===== src/rtl/pc_gen.sv =====
// Registered program-counter generator: sequential step, branch/jalr/trap redirect,
// stall hold with a pending-redirect buffer. Optional macro PC_GEN_RVC_EN enables 16-bit stepping.
//
// state | meaning
// RUN   | PC advances or redirects each unstalled cycle
// HOLD  | stalled with a redirect waiting in the pending buffer
module pc_gen #(
  parameter int              XLEN         = 32,
  parameter logic [XLEN-1:0] RESET_VECTOR = '0,
  parameter logic [XLEN-1:0] TRAP_VECTOR  = XLEN'('h100)
) (
  input  logic            clk,
  input  logic            rst_n,
  input  logic            stall_i,
  input  logic [1:0]      sel_i,
  input  logic [XLEN-1:0] br_target_i,
  input  logic [XLEN-1:0] alu_result_i,
  input  logic            is_compressed_i,
  output logic [XLEN-1:0] pc_o,
  output logic [XLEN-1:0] pc_next_seq_o,
  output logic            redirect_o,
  output logic            pending_o,
  output logic            misalign_o,
  output logic [XLEN-1:0] misalign_addr_o
);

  typedef enum logic {RUN, HOLD} state_t;

  state_t          state_q, state_d;
  logic [XLEN-1:0] pc_q, pc_d;
  logic [XLEN-1:0] pend_tgt_q, pend_tgt_d;
  logic [XLEN-1:0] pend_raw_q, pend_raw_d;
  logic            pend_mis_q, pend_mis_d;
  logic            pend_trap_q, pend_trap_d;
  logic            redirect_q, redirect_d;
  logic            misalign_q, misalign_d;
  logic [XLEN-1:0] misalign_addr_q, misalign_addr_d;

  logic            redir_req, is_trap, mis;
  logic [XLEN-1:0] raw_tgt, tgt, step;

`ifdef PC_GEN_RVC_EN
  logic unused_bits;
  assign unused_bits = alu_result_i[0];
  assign step = is_compressed_i ? XLEN'(2) : XLEN'(4);
`else
  logic [1:0] unused_bits;
  assign unused_bits = {is_compressed_i, alu_result_i[0]};
  assign step = XLEN'(4);
`endif

  // Undefined sel values fall to the default arm and decode as sequential.
  always_comb begin
    redir_req = 1'b0;
    raw_tgt   = TRAP_VECTOR;
    mis       = 1'b0;
    case (sel_i)
      2'd1: begin
        redir_req = 1'b1;
        raw_tgt   = br_target_i;
      end
      2'd2: begin
        redir_req = 1'b1;
        raw_tgt   = {alu_result_i[XLEN-1:1], 1'b0};
      end
      2'd3: redir_req = 1'b1;
      default: redir_req = 1'b0;
    endcase
    if (redir_req && sel_i != 2'd3) begin
`ifdef PC_GEN_RVC_EN
      mis = raw_tgt[0];
`else
      mis = raw_tgt[1];
`endif
    end
    is_trap = redir_req && (sel_i == 2'd3 || mis);
    tgt     = mis ? TRAP_VECTOR : raw_tgt;
  end

  always_comb begin
    state_d         = state_q;
    pc_d            = pc_q;
    pend_tgt_d      = pend_tgt_q;
    pend_raw_d      = pend_raw_q;
    pend_mis_d      = pend_mis_q;
    pend_trap_d     = pend_trap_q;
    redirect_d      = 1'b0;
    misalign_d      = 1'b0;
    misalign_addr_d = misalign_addr_q;
    case (state_q)
      RUN: begin
        if (!stall_i) begin
          if (redir_req) begin
            pc_d       = tgt;
            redirect_d = 1'b1;
            misalign_d = mis;
            if (mis) misalign_addr_d = raw_tgt;
          end else begin
            pc_d = pc_q + step;
          end
        end else if (redir_req) begin
          pend_tgt_d  = tgt;
          pend_raw_d  = raw_tgt;
          pend_mis_d  = mis;
          pend_trap_d = is_trap;
          state_d     = HOLD;
        end
      end
      HOLD: begin
        if (!stall_i) begin
          // The buffered redirect is older than anything presented now, so it wins.
          pc_d        = pend_tgt_q;
          redirect_d  = 1'b1;
          misalign_d  = pend_mis_q;
          if (pend_mis_q) misalign_addr_d = pend_raw_q;
          pend_trap_d = 1'b0;
          pend_mis_d  = 1'b0;
          state_d     = RUN;
        end else if (redir_req && (sel_i == 2'd3 || !pend_trap_q)) begin
          pend_tgt_d  = tgt;
          pend_raw_d  = raw_tgt;
          pend_mis_d  = mis;
          pend_trap_d = is_trap;
        end
      end
      default: state_d = RUN;
    endcase
  end

  always_ff @(posedge clk) begin
    if (!rst_n) begin
      state_q         <= RUN;
      pc_q            <= RESET_VECTOR;
      pend_tgt_q      <= '0;
      pend_raw_q      <= '0;
      pend_mis_q      <= 1'b0;
      pend_trap_q     <= 1'b0;
      redirect_q      <= 1'b0;
      misalign_q      <= 1'b0;
      misalign_addr_q <= '0;
    end else begin
      state_q         <= state_d;
      pc_q            <= pc_d;
      pend_tgt_q      <= pend_tgt_d;
      pend_raw_q      <= pend_raw_d;
      pend_mis_q      <= pend_mis_d;
      pend_trap_q     <= pend_trap_d;
      redirect_q      <= redirect_d;
      misalign_q      <= misalign_d;
      misalign_addr_q <= misalign_addr_d;
    end
  end

  assign pc_o            = pc_q;
  assign pc_next_seq_o   = pc_q + step;
  assign redirect_o      = redirect_q;
  assign pending_o       = (state_q == HOLD);
  assign misalign_o      = misalign_q;
  assign misalign_addr_o = misalign_addr_q;

endmodule

===== config.mk =====
export PLATFORM = sky130hd
export DESIGN_NAME = pc_gen
export DESIGN_NICKNAME = d
export VERILOG_FILES = /design/src/rtl/pc_gen.sv
export SDC_FILE = /design/constraint.sdc
export NUM_CORES = 1
export LEC_CHECK = 0
export BUFFER_PORTS_ARGS = -buffer_cell sky130_fd_sc_hd__buf_2
export CAP_MARGIN = 20
export CORE_UTILIZATION = 50
export DETAILED_ROUTE_END_ITERATION = 8
export PLACE_DENSITY = 0.84
export SYNTH_ARGS = -nofsm -noshare
export SYNTH_HDL_FRONTEND = slang
export SYNTH_SLANG_ARGS = --single-unit

===== constraint.sdc =====
create_clock -name clk -period 2.77 [get_ports clk]
set_input_delay 0.277 -clock clk [delete_from_list [all_inputs] [get_ports clk]]
set_output_delay 0.277 -clock clk [all_outputs]
set_load 0.02 [all_outputs]

Word level (Yosys, flattened, before mapping)
Index checks and enable logic that the tools add are counted.

storage, ports and cells
  bits in registers = 133
  latch bits = 0
  RAM bits = 0
  bits in read-only memories = 0
  memories = 0

operators by class
  $add $sub $neg = 1
  multiply operators = 0
  divide/modulo/power cells = 0
  magnitude comparators = 0
  equality and inequality tests = 13
  shift-type cells = 0
  mux-type cells = 45
  bitwise operators = 1
  reductions and logical operators = 11

operators by type and width
  kind                                                                      number
  32-bit 2-to-1 mux                                                         17
  32-bit one-hot mux with 2 select lines                                    5
  32-bit by 3-bit adder with 32-bit output (second input constant)          1
  1-bit 2-to-1 mux                                                          18
  2-bit inequality test (second input constant)                             7
  1-bit one-hot mux with 2 select lines                                     5
  5-bit AND reduction                                                       1
  2-bit == test (second input constant)                                     2
  2-bit by 1-bit inequality test with 1-bit output (second input constant)  2
  4-bit AND reduction                                                       1
  1-bit logical AND                                                         3
  3-bit by 2-bit inequality test with 1-bit output (second input constant)  1
  3-bit AND reduction                                                       1
  3-bit OR reduction                                                        1
  2-bit by 1-bit == test with 1-bit output (second input constant)          1
  1-bit logical OR                                                          2
  2-bit AND reduction                                                       1
  1-bit logical NOT                                                         1
  1-bit inverter                                                            1

Longest topological paths before layout
Gate-level depths: netlist of the first run.

  depth after elaboration = 10
  depth in mapped cells = 10
  gate-level depth less buffers = 6

Worst setup path before layout of the first run
Ideal clock, no wire load.

  path kind = register to output
  start point = register pc_q[5], in the netlist pc_o[5]
  end point = output port pc_next_seq_o[29]
  arrival = 2.249 ns
  required time = 2.493 ns
  path slack = 0.244 ns
  stages on the path, launching flop included = 7
  path buffers = 2
  cells stage by stage = dfxtp_1 > buf_2 > nand4_2 > or4_1 > buf_2 > or3_4 > xnor2_1

between the ends
  cells in the longest elaborated chain, start to end = 1

ends and longest elaborated chain
  what                                      RTL line  text
  start, declared                           30        logic [XLEN-1:0] pc_q, pc_d;
  start signal, assigned                    143       pc_q <= pc_d;
  32-bit by 3-bit adder with 32-bit output  155       assign pc_next_seq_o = pc_q + step;
  end, declared                             20        output logic [XLEN-1:0] pc_next_seq_o,

No other way between the ends.

Worst setup path in the final report of the first run
  start point = register pc_q[2], in the netlist pc_o[2]
  end point = output port pc_next_seq_o[26]

The elaborated chain is that of the path after synthesis.

==> impl_results.md, run 1 <==
- First-pass GRT wire length: 32800 um
- Reg-to-reg critical path startpoint: pending_o
- Post-synth EDFFs: 0
- H-tree levels: 4
- Die X: 120 um
- Setup crit start kind: register
- Reg-to-Reg End: misalign_addr_o[29]
- Final hold vios: 0
- Port Buffers: 166
- Clk sink count: 133
- CTS buffer count: 17
- Hold_ws: 0.166 ns
- Worst Hold Class: input pin to register
- FILL cells: 1243
- CP max stage cell: or4_4
- Clock root cell: clkbuf_16
- Ratio of cells with drive above 1 in the final layout: 0.244
- CP required: 2.49 ns
- N_diodes: 0
- Storage cell area: 2680 sq um
- CP startpoint: pc_o[2]
- HPWL Detailed: 14600 um
- Worst-path clk slew: 0.06 ns
- Max incr delay on CP: 0.60 ns
- Post-synthesis sequential area ratio: 0.385
- Count of unique library cells instantiated by Yosys: 53
- Dominant synthesized flop cell: dfxtp_1
- Ports: 169
- DRC errors left: 0
- Area of the multi-input gates: 3920 sq um
- Largest net degree at the start of global routing: 43
- Post-synthesis register bit count: 133
- Tmin final: 2.71 ns
- Routed Antenna Nets: 0
- CP Data Arrival Time: 2.43 ns
- Most frequent cell after synthesis: nand2_1
- Setup TNS: 0 ns
- RePlAce Congestion: 0.874
- Reg2Reg Setup Slack: 0.49 ns
- Initial DRC count: 753
- First drt pass iteration count: 5
- Clock skew: 0.0108 ns
- DR vias/cell: 5.93
- Post-synth top cells: nand2_1, dfxtp_1, clkbuf_1
- Die height: 120 um
- Max Root-Sink Buffers: 2
- Synthesized Nets: 1004
- CP max FO: 7
- Gate Count Post-Synth: 929
- Ranking of synthesized cells by area: dfxtp_1, nand2_1, a21oi_1
- Kind of critical path: register to primary output
- Routed vias: 7398
- Mapped Area: 6920 sq um
- Final slew viol count: 0
- RSZ-0062 raised after global routing: no
- Ys Warns: 0
- Nets: 1135
- Initial core utilization: 0.518
- Final period util: 0.979
- Max_slew headroom: 0.298
- Total gr overflow: 0
- Drt total wl: 20800 um
- Maximum VDD drop: 0.000433 V
- Run status: finished clean
- Max-Cap Viols: 0
- Die area: 14300 sq um
- Worst-Margin Slew: 1.05 ns
- Leading area contributor after synthesis: dfxtp_1
- Drt wl/cell: 16.7 um
- CTS tree: yes
- Pwr/cell area: 555 nW/um^2
- CP cell instances: ha_1, nand3_1, or4_4, or3_4, xnor2_2, buf_4
- Area Overhead vs Synth: 23.1%
- Register-to-Register Path Depth: 6
- Initial antenna violation count: 0
- Max frequency: 0.369 GHz
- Leakage Power: 3.28 nW
- Skew-Pair Late Insertion Delay: 0.43 ns
- Area of the core region: 13300 sq um
- Async set-reset flop share out of synthesis: 0
- Synth top area share: 0.385
- Cell row count: 42
- Number of global-route vias before repair: 6726
- Final setup viols: 0
- Worst Setup EP: pc_next_seq_o[26]
- CP Capture Type: primary output
- Total track usage: 0.290
- Worst Hold Launch: stall_i
- Mean Syn Cell Area: 7.45 sq um
==> area by class of cell <==
| cell class | instances | area share |
|---|---|---|
| clock inverter | 9 | 0.00955 |
| timing repair buffer | 197 | 0.130 |
| multi-input combinational | 699 | 0.460 |
| sequential | 133 | 0.315 |
| inverter | 12 | 0.00544 |
| clock buffer | 21 | 0.0541 |
| tap | 176 | 0.0259 |
==> cell usage in the layout, fill, tap and decap left out, types with 17 or more instances in the layout <==
| master | instances |
|---|---|
| a22oi_1 | 31 |
| dfxtp_1 | 121 |
| a311oi_1 | 29 |
| clkbuf_16 | 17 |
| nor2_1 | 63 |
| nand2_1 | 223 |
| buf_4 | 29 |
| a21oi_1 | 71 |
| nor2b_1 | 32 |
| nand3_1 | 46 |
| buf_2 | 165 |
| o21ai_0 | 35 |
==> flip-flops by register name (all words and copies together) (netlist names) <==
name / cells
pc_o: 32
misalign_addr_o: 32
redirect_o: 1
pend_tgt_q: 32
pend_trap_q: 1
misalign_o: 1
pending_o: 1
pend_raw_q: 32
pend_mis_q: 1
==> critical path: cells and delay by family (launching register included) <==
kind | cells | cell delay (ns)
XOR/XNOR | 1 | 0.14
adder cells (fa/ha/maj) | 1 | 0.18
buffers and inverters | 1 | 0.16
flip-flops | 1 | 0.39
AND/OR/NAND/NOR | 3 | 1.14
==> worst min-delay path by stage <==
stage | end | cells after the start
after floorplan | pc_o[1] | 2
after global placement | pend_tgt_q[13] | 2
final | pc_o[0] | 3
after detailed placement | pend_tgt_q[11] | 2
after global routing | pending_o | 2
after CTS | pc_o[0] | 3
==> through the flow <==
stage                     setup WS, ns   util  instance area [sq um]  power (mW)  cells
after global routing           0.00654  0.638                   8520        4.87   1247
final                           0.0583  0.638                   8520        4.73   1247
after global placement           0.327  0.591                   7890        2.65   1214
after detailed placement         0.283  0.591                   7890        2.66   1214
after floorplan                  0.244      -                   6920        2.44    929
after CTS                      0.00619  0.633                   8450        4.73   1244
==> kinds of logic (layout without fill, tap and decap cells) <==
group                      after synthesis  in the layout  synth area share
and+or+nand+nor                        442            442             0.299
AOI/OAI and AO/OA                      226            226             0.219
muxes                                    2              2           0.00289
buffers and inverters                   97            239            0.0548
DFF                                    133            133             0.385
xor gates and xnor gates                24             24            0.0304
adders and majority gates                5              5           0.00904
==> where the power goes <==
| group | total (mW) | switching, mW | internal (mW) |
|---|---|---|---|
| logic | 0.613 | 0.398 | 0.215 |
| clock network | 2.09 | 0.828 | 1.26 |
| registers | 2.02 | 0.0510 | 1.97 |
==> layer usage <==
metal | GRT usage | share of wire
met5 | 0 | 0
met4 | 0.150 | 0.036
met3 | 0.0561 | 0.074
met2 | 0.478 | 0.49
met1 | 0.358 | 0.40
==> what timing repair did <==
| action | 4_1_cts | 5_1_grt |
|---|---|---|
| setup buffers | 0 | 2 |
| cloned | 0 | 0 |
| hold buffers | 0 | 0 |
| resized for setup | 5 | 13 |
| endpoints found under the setup margin | 3 | 6 |
| pin swaps | 0 | 2 |
(Power assumes the default switching activity.)
==> inputs of run 2 (changes only) <==
Settings changed: RECOVER_POWER set to 100.
==> impl_results.md, run 2 (synthesis gave the netlist of run 1 again) <==
- Drt wl/cell: 16.7 um
- Cell row count: 42
- Worst Hold Class: input pin to register
- Die height: 120 um
- Register-to-Register Path Depth: 5
- Pwr/cell area: 563 nW/um^2
- Worst Hold Launch: stall_i
- DRC errors left: 0
- Total gr overflow: 0
- WHS Endpoint: pc_o[0]
- NetSw: 1.27 mW
- First drt pass iteration count: 8
- CP Data Arrival Time: 2.43 ns
- Storage cell area: 2680 sq um
- Final setup viols: 0
- Worst-Margin Slew: 1.21 ns
- Fraction of power consumed by the clock network: 0.443
- Reg-to-reg critical path startpoint: pending_o
- Area Overhead vs Synth: 20.7%
- Max incr delay on CP: 0.59 ns
- Ratio of cells with drive above 1 in the final layout: 0.162
- Drt total wl: 20900 um
- FILL cells: 1299
- Setup crit start kind: register
- RSZ-0062 raised after global routing: no
- Nets: 1135
- Initial core utilization: 0.518
- Maximum VDD drop: 0.000429 V
- Die X: 120 um
- CP startpoint: pc_o[2]
- Area of the core region: 13300 sq um
- CP cell instances: ha_1, nand3_1, or4_4, or3_4, xnor2_2, buf_2
- Total track usage: 0.290
- Max frequency: 0.370 GHz
- Routed vias: 7396
- Setup TNS: 0 ns
- Skew-Pair Late Insertion Delay: 0.43 ns
- Worst-path clk slew: 0.06 ns
- Worst Path Buf+Inv: 1
- Final Util: 0.626
- Placed Instances: 1214
- RePlAce Congestion: 0.874
- Leakage Power: 2.89 nW
- Area of the multi-input gates: 3910 sq um
- Max-Cap Viols: 0
- Cts hold-fix bufs: 0
- Delay-heaviest family, CP: simple AND/OR/NAND/NOR gates
- Net Sw Frac: 0.270
- Clock skew: 0.0102 ns
- Run status: finished clean
- Port Buffers: 166
- DR vias/cell: 5.93
- First-pass GRT wire length: 32800 um
- Clk sink count: 133
- Reg power frac: 0.431
- Max_slew headroom: 0.187
- Number of global-route vias before repair: 6726
- Initial antenna violation count: 0
- CP max FO: 7
- Ports: 169
- CP Capture Type: primary output
- Hold Path Depth: 3
- Initial DRC count: 747
- H-tree levels: 4
- Max Root-Sink Buffers: 2
- Routed Antenna Nets: 0
- Comb pwr share: 0.126
- CP max stage cell: or4_4
- HPWL Detailed: 14600 um
- Final non-filler cell total: 1247
- CTS tree: yes
- Tmin final: 2.70 ns
- CTS buffer count: 17
- Most frequent cells in the layout: nand2_1, dfxtp_1, clkbuf_1
- Die area: 14300 sq um
- Largest net degree at the start of global routing: 43
- Final slew viol count: 0
- Final period util: 0.976
- Final hold vios: 0
- Reg-to-Reg End: pend_mis_q
- Most common cell after layout, fill and taps aside: nand2_1
- Kind of critical path: register to primary output
- Reg2Reg Setup Slack: 0.27 ns
- CP required: 2.49 ns
- Clock root cell: clkbuf_16
- N_diodes: 0
- Pint: 3.43 mW
## run 2: power groups by stage
stage	Sequential [mW]	Clock, mW	Combinational (mW)
after global placement	2.06	0	0.593
final	2.02	2.08	0.593
after CTS	2.02	2.10	0.601
after floorplan	2.08	0	0.355
after global routing	2.03	2.17	0.642
after detailed placement	2.06	0	0.599
## run 2: cell type report
class / instances / share of cell area
Tap cell: 176 / 0.0264
Multi-Input combinational cell: 699 / 0.468
Clock buffer: 21 / 0.0551
Inverter: 12 / 0.00554
Sequential cell: 133 / 0.321
Timing Repair Buffer: 197 / 0.114
Clock inverter: 9 / 0.00974
## run 2: what timing repair did
item,in CTS,in global routing
pin swaps,0,2
setup buffers,0,2
setup endpoints to repair,3,6
resized for setup,5,13
## run 2: metal layers
| metal | track usage | vias to the layer above | part of all wire |
|---|---|---|---|
| met1 | 0.358 | 3446 | 0.40 |
| met3 | 0.0561 | 46 | 0.075 |
| met5 | 0 | - | 0 |
| li1 | - | 3533 | - |
| met2 | 0.478 | 371 | 0.49 |
| met4 | 0.150 | 0 | 0.031 |
## run 2: worst max path at each step
stage	endpoint	slack (ns)	cells past startpoint
floorplan	pc_next_seq_o[29]	0.24	6
global placement	pc_next_seq_o[26]	0.33	5
detailed placement	pc_next_seq_o[26]	0.28	5
CTS	pc_next_seq_o[26]	0.006	6
global route	pc_next_seq_o[26]	0.005	6
finish	pc_next_seq_o[26]	0.07	6
## run 2: per-stage QoR
step                      hold WS, ns  total power [mW]  setup WS (ns)  instance area, sq um
final                           0.173              4.70         0.0654                  8350
after global routing            0.207              4.85        0.00538                  8350
after CTS                       0.155              4.73        0.00619                  8450
after detailed placement        0.447              2.66          0.283                  7890
after global placement          0.440              2.65          0.327                  7890
after floorplan                 0.427              2.44          0.244                  6920
## run 2: worst min-delay path, stage by stage
cell,delay (ns)
buf_2,0.15
inv_1,0.06
a21oi_1,0.05
==> inputs of run 3 (changes only) <==
Settings changed: CORE_ASPECT_RATIO set to 1.75.
==> impl_results.md, run 3 (synthesis gave the netlist of run 1 again) <==
- Storage cell area: 2680 sq um
- FILL cells: 1250
- Cell row count: 56
- Final Util: 0.629
- Initial DRC count: 740
- Hold_ws: 0.324 ns
- Drt total wl: 21500 um
- Worst-Margin Slew: 1.06 ns
- Die height: 158 um
- Reg-to-reg critical path startpoint: pending_o
- Area of the multi-input gates: 3920 sq um
- Final period util: 0.969
- RePlAce Congestion: 0.871
- CP startpoint: pc_o[9]
- First-pass GRT wire length: 34000 um
- Reg2Reg Setup Slack: 0.22 ns
- Number of global-route vias before repair: 6935
- Run status: finished clean
- Maximum VDD drop: 0.000444 V
- Max-Cap Viols: 0
- Clock skew: 0.0113 ns
- CP cell instances: nand4_4, or4_4, or3_4, xnor2_1, buf_2
- CP Capture Type: primary output
- Initial core utilization: 0.514
- Clock root cell: clkbuf_16
- CP max FO: 10
- Pwr/cell area: 587 nW/um^2
- HPWL Detailed: 14800 um
- DRC errors left: 0
- First drt pass iteration count: 6
- Largest net degree at the start of global routing: 54
- Initial antenna violation count: 0
- Worst-path clk slew: 0.06 ns
- Routed vias: 7564
- Ports: 169
- CP Data Arrival Time: 2.41 ns
- Total gr overflow: 0
- CTS buffer count: 17
- Most common cell after layout, fill and taps aside: nand2_1
- Drt wl/cell: 17.2 um
- Clk sink count: 133
- Die area: 14300 sq um
- Overall Power: 4.96 mW
- CTS tree: yes
- H-tree levels: 4
- Final hold vios: 0
- Routed Antenna Nets: 0
- Nets: 1134
- Setup crit start kind: register
- Most frequent cells in the layout: nand2_1, dfxtp_1, clkbuf_1
- Total track usage: 0.294
- Max frequency: 0.373 GHz
- Final slew viol count: 0
- Max incr delay on CP: 0.67 ns
- CP max stage cell: or4_4
- Max Root-Sink Buffers: 2
- Final setup viols: 0
- Worst Hold Launch: rst_n
- N_diodes: 0
- Tmin final: 2.68 ns
- Leakage Power: 2.92 nW
- Worst Hold Class: input pin to register
- Die X: 90.9 um
- Area Overhead vs Synth: 22.2%
- CP required: 2.49 ns
- Kind of critical path: register to primary output
- Max_slew headroom: 0.292
- Ratio of cells with drive above 1 in the final layout: 0.169
- Area of the core region: 13500 sq um
- Port Buffers: 166
- DR vias/cell: 6.07
- Skew-Pair Late Insertion Delay: 0.42 ns
-- run 3: cell types whose count changed in the layout (fill, tap and decap cells not counted), moves of 2 or more --
cell,change
bufinv_16,+2
dfxtp_4,-2
nor4_2,+2
o311ai_1,-2
buf_4,+5
nor4_1,-2
clkbuf_1,-6
o311ai_0,+2
clkbuf_2,-6
inv_6,+3
clkinvlp_4,+2
clkinv_2,-2
buf_2,+3
-- run 3: repair_timing --
action	in CTS	in global routing
setup endpoints to repair	8	7
gates resized for setup	8	10
setup buffers	0	1
hold buffers	0	0
pin swaps	2	1
-- run 3: per-layer routing --
layer	up-vias	part of all wire	track usage	wire length, um
li1	3544	-	-	-
met5	-	0	0	0
met3	71	0.067	0.0562	1450
met2	398	0.48	0.484	10400
met4	0	0.045	0.166	969
met1	3551	0.40	0.360	8650
-- run 3: cell type report --
cell class / instances / area share
multi-input cells: 699 / 0.464
flip-flops and latches: 133 / 0.316
repair buffers: 196 / 0.116
clock buffers: 18 / 0.0519
well taps: 174 / 0.0257
clock inverters: 14 / 0.0209
inverters: 12 / 0.00547
-- run 3: report_power, final --
group          switching (mW)  internal (mW)  leakage [nW]  total, mW
Combinational           0.401          0.199          1.55      0.600
Sequential             0.0536           1.97          1.08       2.03
Clock                   0.892           1.45         0.286       2.34
Total                    1.35           3.62          2.92       4.96
-- run 3: path summary, 6_finish.rpt --
kind                                           end  depth (start not counted)
worst max-delay path             pc_next_seq_o[29]                          5
worst min-delay path            misalign_addr_o[1]                          2
worst max register to register            pc_o[30]                          5
worst min register to register      pend_tgt_q[19]                          2
-- run 3: stage by stage --
step                 TNS, ns  setup WS (ns)  instance area [sq um]  cells
floorplan                  0          0.244                   6920    929
detailed placement         0          0.271                   7910   1213
global placement           0          0.296                   7910   1213
CTS                        0       0.000854                   8550   1245
finish                     0         0.0868                   8460   1246
global route        -0.00433       -0.00433                   8460   1246
-- run 3: worst max-delay path: cells and delay by family (launching register included) --
| family | cells | cell delay (ns) |
|---|---|---|
| DFF | 1 | 0.41 |
| xor gates and xnor gates | 1 | 0.13 |
| buffers and inverters | 1 | 0.17 |
| and+or+nand+nor | 3 | 1.27 |
